### src/rtl/ram_access_arbiter_pkg.sv
// ----------------------------------------------------------------------------
// ram_arb_pkg
// Shared types and defaults for the ram access arbiter.
//   arb_state_e : arbiter FSM state (CLEAR sweep, IDLE, ACCESS)
//   ARB_AW      : default ram address width
//   ARB_DW      : default ram data width
// ----------------------------------------------------------------------------
package ram_arb_pkg;

    localparam int ARB_AW = 4;
    localparam int ARB_DW = 4;

    typedef enum logic [1:0] {
        CLEAR  = 2'd0,
        IDLE   = 2'd1,
        ACCESS = 2'd2
    } arb_state_e;

endpackage

### src/rtl/ram_access_arbiter_if.sv
// ----------------------------------------------------------------------------
// ram_access_arbiter_if
// Bundles the two requester ports and the ram pins seen by the arbiter.
//   req0/req1, we0/we1, addr0/1, wdata0/1 : requester -> arbiter
//   ack0/ack1, rdata0/1, ready            : arbiter -> requester
//   ram_en, ram_ab, ram_dbi               : arbiter -> ram
//   ram_dbo                               : ram -> arbiter (combinational read)
// Handshake: a requester raises reqN with weN/addrN/wdataN and holds all of
// them stable until it sees ackN high at a clock edge; ackN is high for
// exactly the one cycle in which the access is presented to the ram. A
// requester may keep reqN high after the ack to ask for the next access.
// Modports: slave = arbiter side, master = requesters plus ram model.
// ----------------------------------------------------------------------------
interface ram_access_arbiter_if
    import ram_arb_pkg::*;
#(
    parameter int AW = ARB_AW,
    parameter int DW = ARB_DW
);
    logic          req0;
    logic          req1;
    logic          we0;
    logic          we1;
    logic [AW-1:0] addr0;
    logic [AW-1:0] addr1;
    logic [DW-1:0] wdata0;
    logic [DW-1:0] wdata1;
    logic          ack0;
    logic          ack1;
    logic [DW-1:0] rdata0;
    logic [DW-1:0] rdata1;
    logic          ready;
    logic          ram_en;
    logic [AW-1:0] ram_ab;
    logic [DW-1:0] ram_dbi;
    logic [DW-1:0] ram_dbo;

    modport slave (
        input  req0, req1, we0, we1, addr0, addr1, wdata0, wdata1, ram_dbo,
        output ack0, ack1, rdata0, rdata1, ready, ram_en, ram_ab, ram_dbi
    );

    modport master (
        output req0, req1, we0, we1, addr0, addr1, wdata0, wdata1, ram_dbo,
        input  ack0, ack1, rdata0, rdata1, ready, ram_en, ram_ab, ram_dbi
    );

endinterface

### src/rtl/ram_access_arbiter_rr_pick2.sv
// ----------------------------------------------------------------------------
// rr_pick2
// Combinational two-way round-robin picker.
//   i_req[1:0]  : request vector
//   i_last      : index served most recently (loses a tie)
//   i_mask_en   : when 1, request i_mask_idx is ignored
//   i_mask_idx  : index to ignore
//   o_valid     : at least one unmasked request
//   o_idx       : winning index (meaningful only when o_valid)
// ----------------------------------------------------------------------------
module rr_pick2 (
    input  logic [1:0] i_req,
    input  logic       i_last,
    input  logic       i_mask_en,
    input  logic       i_mask_idx,
    output logic       o_valid,
    output logic       o_idx
);

    logic [1:0] w_req_m;

    always_comb begin
        w_req_m = i_req;
        if (i_mask_en) begin
            w_req_m[i_mask_idx] = 1'b0;
        end
        o_valid = |w_req_m;
        // A tie goes to the requester that was not served last; otherwise
        // the single remaining request wins.
        o_idx   = (w_req_m == 2'b11) ? ~i_last : w_req_m[1];
    end

endmodule

### src/rtl/ram_access_arbiter.sv
// ----------------------------------------------------------------------------
// ram_access_arbiter
// Shares a single-port ram (async read, sync write) between two requesters:
// requester 0 (button/edit path) and requester 1 (display-scan path). After
// reset it writes CLR_VAL to every word, then grants one access per cycle in
// round-robin order. It owns the ram enable, address and write-data pins.
// Ports:
//   clk          : clock, all state on posedge
//   rst_n        : synchronous active-low reset
//   bus          : requester handshake + ram pins (slave modport)
//   o_dbg_state  : current FSM state
// ----------------------------------------------------------------------------
module ram_access_arbiter
    import ram_arb_pkg::*;
#(
    parameter int            AW      = ARB_AW,
    parameter int            DW      = ARB_DW,
    parameter logic [DW-1:0] CLR_VAL = '0
) (
    input  logic                  clk,
    input  logic                  rst_n,
    ram_access_arbiter_if.slave   bus,
    output arb_state_e            o_dbg_state
);

    // Last word of the clear sweep; the counter is one bit wider so the
    // terminal compare never aliases back onto word 0.
    localparam logic [AW:0] CLR_LAST = {1'b0, {AW{1'b1}}};

    arb_state_e    r_state;
    arb_state_e    w_state_nxt;
    logic          r_owner;
    logic          w_owner_nxt;
    logic          r_last;
    logic [AW:0]   r_clr_cnt;
    logic [DW-1:0] r_rdata0;
    logic [DW-1:0] r_rdata1;

    logic          w_pick_valid;
    logic          w_pick_idx;

    logic          w_sel_we;
    logic [AW-1:0] w_sel_addr;
    logic [DW-1:0] w_sel_wdata;

    logic          w_ram_en;
    logic [AW-1:0] w_ram_ab;
    logic [DW-1:0] w_ram_dbi;
    logic          w_ack0;
    logic          w_ack1;
    logic          w_ready;

    assign w_sel_we    = r_owner ? bus.we1    : bus.we0;
    assign w_sel_addr  = r_owner ? bus.addr1  : bus.addr0;
    assign w_sel_wdata = r_owner ? bus.wdata1 : bus.wdata0;

    // During ACCESS the owner's req is still high in its ack cycle, so it is
    // masked out; otherwise a lone requester would be granted twice in a row.
    rr_pick2 u_pick (
        .i_req      ({bus.req1, bus.req0}),
        .i_last     (r_last),
        .i_mask_en  (r_state == ACCESS),
        .i_mask_idx (r_owner),
        .o_valid    (w_pick_valid),
        .o_idx      (w_pick_idx)
    );

    // ---------------- state register ----------------
    always_ff @(posedge clk) begin
        if (!rst_n) begin
            r_state   <= CLEAR;
            r_owner   <= 1'b0;
            r_last    <= 1'b1;
            r_clr_cnt <= '0;
        end else begin
            r_state <= w_state_nxt;
            r_owner <= w_owner_nxt;
            if (r_state == CLEAR) begin
                r_clr_cnt <= r_clr_cnt + 1'b1;
            end
            if (r_state == ACCESS) begin
                r_last <= r_owner;
            end
        end
    end

    // ---------------- next-state logic ----------------
    always_comb begin
        w_state_nxt = r_state;
        w_owner_nxt = r_owner;
        case (r_state)
            CLEAR: begin
                if (r_clr_cnt == CLR_LAST) begin
                    w_state_nxt = IDLE;
                end
            end
            IDLE, ACCESS: begin
                if (w_pick_valid) begin
                    w_state_nxt = ACCESS;
                    w_owner_nxt = w_pick_idx;
                end else begin
                    w_state_nxt = IDLE;
                end
            end
            default: begin
                w_state_nxt = CLEAR;
            end
        endcase
    end

    // ---------------- output logic ----------------
    // Everything is gated by rst_n so that a reset landing in an ACCESS
    // cycle abandons the access: no ack and no ram write.
    always_comb begin
        w_ram_en  = 1'b0;
        w_ram_ab  = '0;
        w_ram_dbi = '0;
        w_ack0    = 1'b0;
        w_ack1    = 1'b0;
        w_ready   = 1'b0;
        if (rst_n) begin
            case (r_state)
                CLEAR: begin
                    w_ram_en  = 1'b1;
                    w_ram_ab  = r_clr_cnt[AW-1:0];
                    w_ram_dbi = CLR_VAL;
                end
                IDLE: begin
                    w_ready = 1'b1;
                end
                ACCESS: begin
                    w_ready   = 1'b1;
                    w_ram_en  = w_sel_we;
                    w_ram_ab  = w_sel_addr;
                    w_ram_dbi = w_sel_wdata;
                    w_ack0    = ~r_owner;
                    w_ack1    = r_owner;
                end
                default: begin
                    w_ready = 1'b0;
                end
            endcase
        end
    end

    // ---------------- read data registers ----------------
    always_ff @(posedge clk) begin
        if (!rst_n) begin
            r_rdata0 <= '0;
            r_rdata1 <= '0;
        end else if (r_state == ACCESS && !w_sel_we) begin
            if (r_owner) begin
                r_rdata1 <= bus.ram_dbo;
            end else begin
                r_rdata0 <= bus.ram_dbo;
            end
        end
    end

    assign bus.ram_en   = w_ram_en;
    assign bus.ram_ab   = w_ram_ab;
    assign bus.ram_dbi  = w_ram_dbi;
    assign bus.ack0     = w_ack0;
    assign bus.ack1     = w_ack1;
    assign bus.ready    = w_ready;
    assign bus.rdata0   = r_rdata0;
    assign bus.rdata1   = r_rdata1;
    assign o_dbg_state  = r_state;

endmodule

### src/flat_wrapper.sv
// flat-port wrapper written by rule: the top's interface ports become plain ports
module ram_access_arbiter_flat import ram_arb_pkg::*;
#(
    parameter int            AW      = ARB_AW,
    parameter int            DW      = ARB_DW,
    parameter logic [DW-1:0] CLR_VAL = '0
)
  (clk, rst_n, o_dbg_state, bus_req0, bus_req1, bus_we0, bus_we1, bus_addr0, bus_addr1, bus_wdata0, bus_wdata1, bus_ram_dbo, bus_ack0, bus_ack1, bus_rdata0, bus_rdata1, bus_ready, bus_ram_en, bus_ram_ab, bus_ram_dbi);
  ram_access_arbiter_if #(.AW(AW), .DW(DW)) bus_i ();
  input  logic clk;
  input  logic rst_n;
  output arb_state_e o_dbg_state;
  input wire logic [$bits(bus_i.req0)-1:0] bus_req0;
  input wire logic [$bits(bus_i.req1)-1:0] bus_req1;
  input wire logic [$bits(bus_i.we0)-1:0] bus_we0;
  input wire logic [$bits(bus_i.we1)-1:0] bus_we1;
  input wire logic [$bits(bus_i.addr0)-1:0] bus_addr0;
  input wire logic [$bits(bus_i.addr1)-1:0] bus_addr1;
  input wire logic [$bits(bus_i.wdata0)-1:0] bus_wdata0;
  input wire logic [$bits(bus_i.wdata1)-1:0] bus_wdata1;
  input wire logic [$bits(bus_i.ram_dbo)-1:0] bus_ram_dbo;
  output wire logic [$bits(bus_i.ack0)-1:0] bus_ack0;
  output wire logic [$bits(bus_i.ack1)-1:0] bus_ack1;
  output wire logic [$bits(bus_i.rdata0)-1:0] bus_rdata0;
  output wire logic [$bits(bus_i.rdata1)-1:0] bus_rdata1;
  output wire logic [$bits(bus_i.ready)-1:0] bus_ready;
  output wire logic [$bits(bus_i.ram_en)-1:0] bus_ram_en;
  output wire logic [$bits(bus_i.ram_ab)-1:0] bus_ram_ab;
  output wire logic [$bits(bus_i.ram_dbi)-1:0] bus_ram_dbi;
  assign bus_i.req0 = bus_req0;
  assign bus_i.req1 = bus_req1;
  assign bus_i.we0 = bus_we0;
  assign bus_i.we1 = bus_we1;
  assign bus_i.addr0 = bus_addr0;
  assign bus_i.addr1 = bus_addr1;
  assign bus_i.wdata0 = bus_wdata0;
  assign bus_i.wdata1 = bus_wdata1;
  assign bus_i.ram_dbo = bus_ram_dbo;
  assign bus_ack0 = bus_i.ack0;
  assign bus_ack1 = bus_i.ack1;
  assign bus_rdata0 = bus_i.rdata0;
  assign bus_rdata1 = bus_i.rdata1;
  assign bus_ready = bus_i.ready;
  assign bus_ram_en = bus_i.ram_en;
  assign bus_ram_ab = bus_i.ram_ab;
  assign bus_ram_dbi = bus_i.ram_dbi;
  ram_access_arbiter #(.AW(AW), .DW(DW), .CLR_VAL(CLR_VAL)) u_core (.clk(clk), .rst_n(rst_n), .bus(bus_i), .o_dbg_state(o_dbg_state));
endmodule
### config.mk
export PLATFORM = sky130hd
export DESIGN_NAME = ram_access_arbiter_flat
export DESIGN_NICKNAME = d
export VERILOG_FILES = /design/src/rtl/ram_access_arbiter_pkg.sv /design/src/rtl/ram_access_arbiter_if.sv /design/src/rtl/ram_access_arbiter_rr_pick2.sv /design/src/rtl/ram_access_arbiter.sv /design/src/flat_wrapper.sv
export SDC_FILE = /design/constraint.sdc
export NUM_CORES = 1
export LEC_CHECK = 0
export CORE_ASPECT_RATIO = 0.75
export CORE_MARGIN = 3
export CORE_UTILIZATION = 37
export CTS_CLUSTER_SIZE = 25
export DETAILED_ROUTE_END_ITERATION = 10
export MAX_ROUTING_LAYER = met4
export PLACE_DENSITY = 0.81
export SYNTH_ARGS = -nofsm -noshare
export SYNTH_HDL_FRONTEND = slang
export SYNTH_SLANG_ARGS = --single-unit
### constraint.sdc
create_clock -name clk -period 1.33 [get_ports clk]
set_input_delay 0.3325 -clock clk [delete_from_list [all_inputs] [get_ports clk]]
set_output_delay 0.3325 -clock clk [all_outputs]
set_load 0.1 [all_outputs]
Yosys cells after proc, flatten, opt, wreduce, memory -nomap -nowiden
Cells that the tools add are included.

operators by class
  bitwise logic cells = 4
  eq/ne operators = 5
  mux-type cells = 22
  reductions and logical operators = 9
  magnitude comparators = 2
  add/sub/neg operators = 1

operators with widths
  operator             number
  $mux 4               5
  $mux 1               10
  $pmux 4 s2           1
  $mux 2               3
  $reduce_and 2->1     3
  $add 5x1->5 const B  1
  $eq 5x4->1 const B   1
  $eq 2x2->1 const B   2
  $pmux 2 s2           1
  $reduce_or 2->1      2
  $and 2x2->2          1
  $eq 2x1->1 const B   1
  $logic_and 1x1->1    2
  $logic_not 2->1      1
  $lt 1x2->1 const B   1
  $ne 2x2->1 const B   1
  $not 1->1            2
  $not 2->2            1
  $pmux 1 s2           1
  $demux 1 s1          1
  $ge 1x1->1 const B   1
  $logic_not 1->1      1

word-level totals
  register bits = 17
  bits of input ports = 26
  word-level logic and storage cells = 49

Longest topological paths before layout
  depth in word-level cells = 10
  depth in mapped cells = 6
  gate-level depth less buffers = 6

Cells and area by module
From an unflattened synthesis, not the netlist that was laid out.

unflattened totals
  cell total of the unflattened synthesis = 119
  area, all modules = 1039.7 µm²

by module, submodules not included
  module              area each (µm²)  cells each  times used  seq. area each (µm²)
  ram_access_arbiter  1003.5           112         1           340.3
  rr_pick2            36.3             7           1           0.0

Least setup slack after synthesis
Ideal clock, no wire load.

  path kind = flip-flop to output port
  start point = register u_core.r_state[1] (netlist: u_core.o_dbg_state[1])
  end point = output bus_ram_en
  arrival time = 2.842 ns
  setup slack = -1.845 ns
  cell stages (with the launch flop) = 5
  data required time = 0.998 ns
  cells stage by stage = dfxtp_1 -> ha_1 -> buf_4 -> a31oi_1 -> nor2b_1

on the way
  longest elaborated chain between the ends = 3
  elaborated cells on any way between the ends = 4
  those cells by class = eq/ne: 1; mux: 2; reduce/logical: 1

RTL lines
  item                                           RTL line                   text
  start: declaration                             ram_access_arbiter.sv:30   arb_state_e r_state;
  start signal: assignment                       ram_access_arbiter.sv:76   r_state <= w_state_nxt;
  $eq 2x2->1 or $logic_not 2->1 (tied branches)  ram_access_arbiter.sv:122  case (r_state)
  $pmux 1 s2 *                                   ram_access_arbiter.sv:122
  $mux 1 *                                       ram_access_arbiter.sv:121  if (rst_n) begin
  end: declaration                               flat_wrapper.sv:27         output wire logic [$bits(bus_i.ram_en)-1:0] bus_ram_en;

Mark *: on every way between the ends. The rest lies on a longest branch, timed or not.

Worst setup path after layout
  start point = input bus_addr0[2]
  end point = output bus_ram_ab[2]

on the way
  longest elaborated chain between the ends = 3

RTL lines
  item                RTL line                   text
  start: declaration  flat_wrapper.sv:17         input wire logic [$bits(bus_i.addr0)-1:0] bus_addr0;
  $mux 4              ram_access_arbiter.sv:54   assign w_sel_addr = r_owner ? bus.addr1 : bus.addr0;
  $pmux 4 s2          ram_access_arbiter.sv:122
  $mux 4              ram_access_arbiter.sv:121
  end: declaration    flat_wrapper.sv:28         output wire logic [$bits(bus_i.ram_ab)-1:0] bus_ram_ab;

Every way passes these cells.

==> metrics.txt <==
Met2 Wirelength 2.02 mm; CP cell instances clkdlybuf4s50_1 -> mux2_4 -> a22oi_2 -> nor2b_4 -> buf_12; worst clock skew 0.00209 ns; mux contribution to synthesized area 18.7%; Vias/cell 5.30; share of cells above drive strength 1 51.2%; Synth Area in Compound Gates 8.82%; # setup viols final 19; crit share post-route 133%; critical path fanouts, max 1; drc violations 0; HP Class reg2reg; wire length of the first global-routing pass 5.86 mm; Port Buffers 47; final worst setup slack -0.438 ns; placed cells 201; die area 3520 sq um; XOR/XNOR Fraction of Synth Area 2.50%; routed len/inst 18.8 microns; Finished Layout Cells 208; critical path arrival 1.44 ns; core footprint 2660 sq um; mapped cell area 1050 sq um; Hold Vio Cnt, Final 0; largest net degree at the start of global routing 13; Die Y 52.1 microns; diode count 0; failing checks setup timing; TritonCTS clock tree yes; num rows 16; initial antenna violation count 0; max_cap viols 0; count of pins over their slew limit 0; Die W 67.5 microns; post-synthesis cell count 112; CP endpoint kind output pin; fraction of the mapped netlist area in simple logic gates 24.8%; RD Place Congestion 0.800; largest family of logic cells by synthesized area simple AND/OR/NAND/NOR gates; post-route ant nets 0; TritonCTS Buffers 3; final core occ 84.2%; vias in the first global route 1,178; Worst-Margin Slew 0.341 ns; WL final 3.90 mm; FF-to-FF setup slack -0.07 ns; Seq/Total Area, Yosys 32.4%; wire length on met3 262 microns; highest metal used met4; 1st-pass router iterations 4; Unique masters post-synth 32; Min Clock Period, post-route 1.77 ns; maximum VDD drop 0.411 mV; nature of the critical path startpoint primary input; clk root buf clkbuf_8; crit path kind in2out; EDFF count, synth 0; flops & latches, synth 17; P per Cell Area 541 nW/um^2; syn_area_per_cell 9.37 sq um; Max clock buf depth 2; fraction of registers with async set/reset 0%; Hold-fix buffers, CTS 0; First DRT Iteration DRCs 35; Slowest-stage cell, CP clkdlybuf4s50_1; RSZ-0062 raised after global routing yes; total number of vias 1,103; most frequent cells in the layout buf_12, clkdlybuf4s50_1, dfxtp_1; Rel. slew slack 77.2%; Post-Synth Adder-Cell Area 7.15%; global route overflow 0; fmax 566 MHz; Leakage 0.902 nW; Main synth FF type dfxtp_1; Clock Sinks 17; status complete, but fails checks; Initial Util 39.4%; DRT met1 WL 1.51 mm; Final nets 205; area of placed instances 2030 sq um; design area 2240 sq um; Worst-path clk slew 0.07 ns; Layout area overhead 114%; YS warnings 0; Post-DP HPWL 2.79 mm; slowest stage delay, CP 0.40 ns; power consumption 1.21 mW; syn_nets 144; Buf+Inv Stages, Crit Path 2; commonest non-fill, non-tap cell in the layout buf_12; IO Count 48; CP top delay family buffers and inverters; Worst-Skew Late Latency 0.26 ns; CTS H-Tree Depth 1; total track usage 23.7%; Worst Path Required 1.00 ns
[path summary, 6_finish.rpt]
kind	to	cells after the start	start
max reg2reg	u_core.bus.rdata0[2]$_SDFFE_PN0P_	5	u_core.o_dbg_state[0]$_SDFFE_PN0P_
min	u_core.r_clr_cnt[4]$_SDFFE_PN0N_	1	u_core.r_clr_cnt[4]$_SDFFE_PN0N_
max	bus_ram_ab[2]	5	bus_addr0[2]
min reg2reg	u_core.r_clr_cnt[4]$_SDFFE_PN0N_	1	u_core.r_clr_cnt[4]$_SDFFE_PN0N_
[per-stage QoR]
| step | setup TNS (ns) | hold slack [ns] | worst slack, ns |
|---|---|---|---|
| floorplan | -6.08 | 0.454 | -0.456 |
| global placement | -6.58 | 0.463 | -0.507 |
| detailed placement | -7.45 | 0.473 | -0.543 |
| CTS | -4.98 | 0.492 | -0.441 |
| global route | -5.84 | 0.519 | -0.482 |
| finish | -4.92 | 0.489 | -0.438 |
[kinds of logic after synthesis]
kind of cell,Yosys count
muxes,19
and+or+nand+nor,44
DFF,17
buffers and inverters,10
AOI/OAI and AO/OA,13
adders and majority gates,6
xor gates and xnor gates,3
[repair_timing]
item                                    4_1_cts  5_1_grt
cloned                                        1        0
pin swaps                                     8        6
setup buffers                                 0        2
gates resized for setup                      19       16
endpoints found under the setup margin       23       24
[cell usage after synthesis, drive strengths merged (2+ instances only)]
cell type | instances | area share [%]
xnor2 | 2 | 1.7
inv | 3 | 1.1
nor2b | 16 | 9.5
a22oi | 4 | 2.9
buf | 4 | 3.3
and2 | 4 | 2.4
and3 | 2 | 1.2
mux2 | 5 | 5.4
nand3b | 2 | 1.4
nand2b | 2 | 1.2
o21ai | 2 | 0.95
ha | 6 | 7.2
mux2i | 14 | 13
nand2 | 7 | 2.5
a21oi | 2 | 0.95
nor2 | 6 | 2.1
dfxtp | 17 | 32
clkbuf | 3 | 1.2
nor3b | 2 | 2.5
[where the power goes]
part | switching [mW] | total, mW | internal [mW]
registers | 0.00727 | 0.518 | 0.511
clock network | 0.180 | 0.393 | 0.213
logic | 0.137 | 0.302 | 0.165
[registers in the layout (all words and copies together), names as in the netlist]
name	count
u_core.r_owner	1
u_core.bus.rdata0	4
u_core.o_dbg_state	2
u_core.bus.rdata1	4
u_core.r_last	1
u_core.r_clr_cnt	5
[metal layers]
metal | track usage, % | up-vias
met3 | 6.91 | 12
met2 | 40.5 | 51
met5 | - | -
li1 | - | 508
met4 | 6.73 | 0
met1 | 26.9 | 532
[area by class of cell]
| class | count | area, sq um |
|---|---|---|
| Clock buffer | 4 | 45.0 |
| Tap cell | 36 | 45.0 |
| Timing Repair Buffer | 63 | 857 |
| Inverter | 3 | 18.8 |
| Multi-Input combinational cell | 85 | 923 |
| Fill cell | 130 | 420 |
| Sequential cell | 17 | 353 |
No activity file was read; power rests on OpenSTA's default activity.
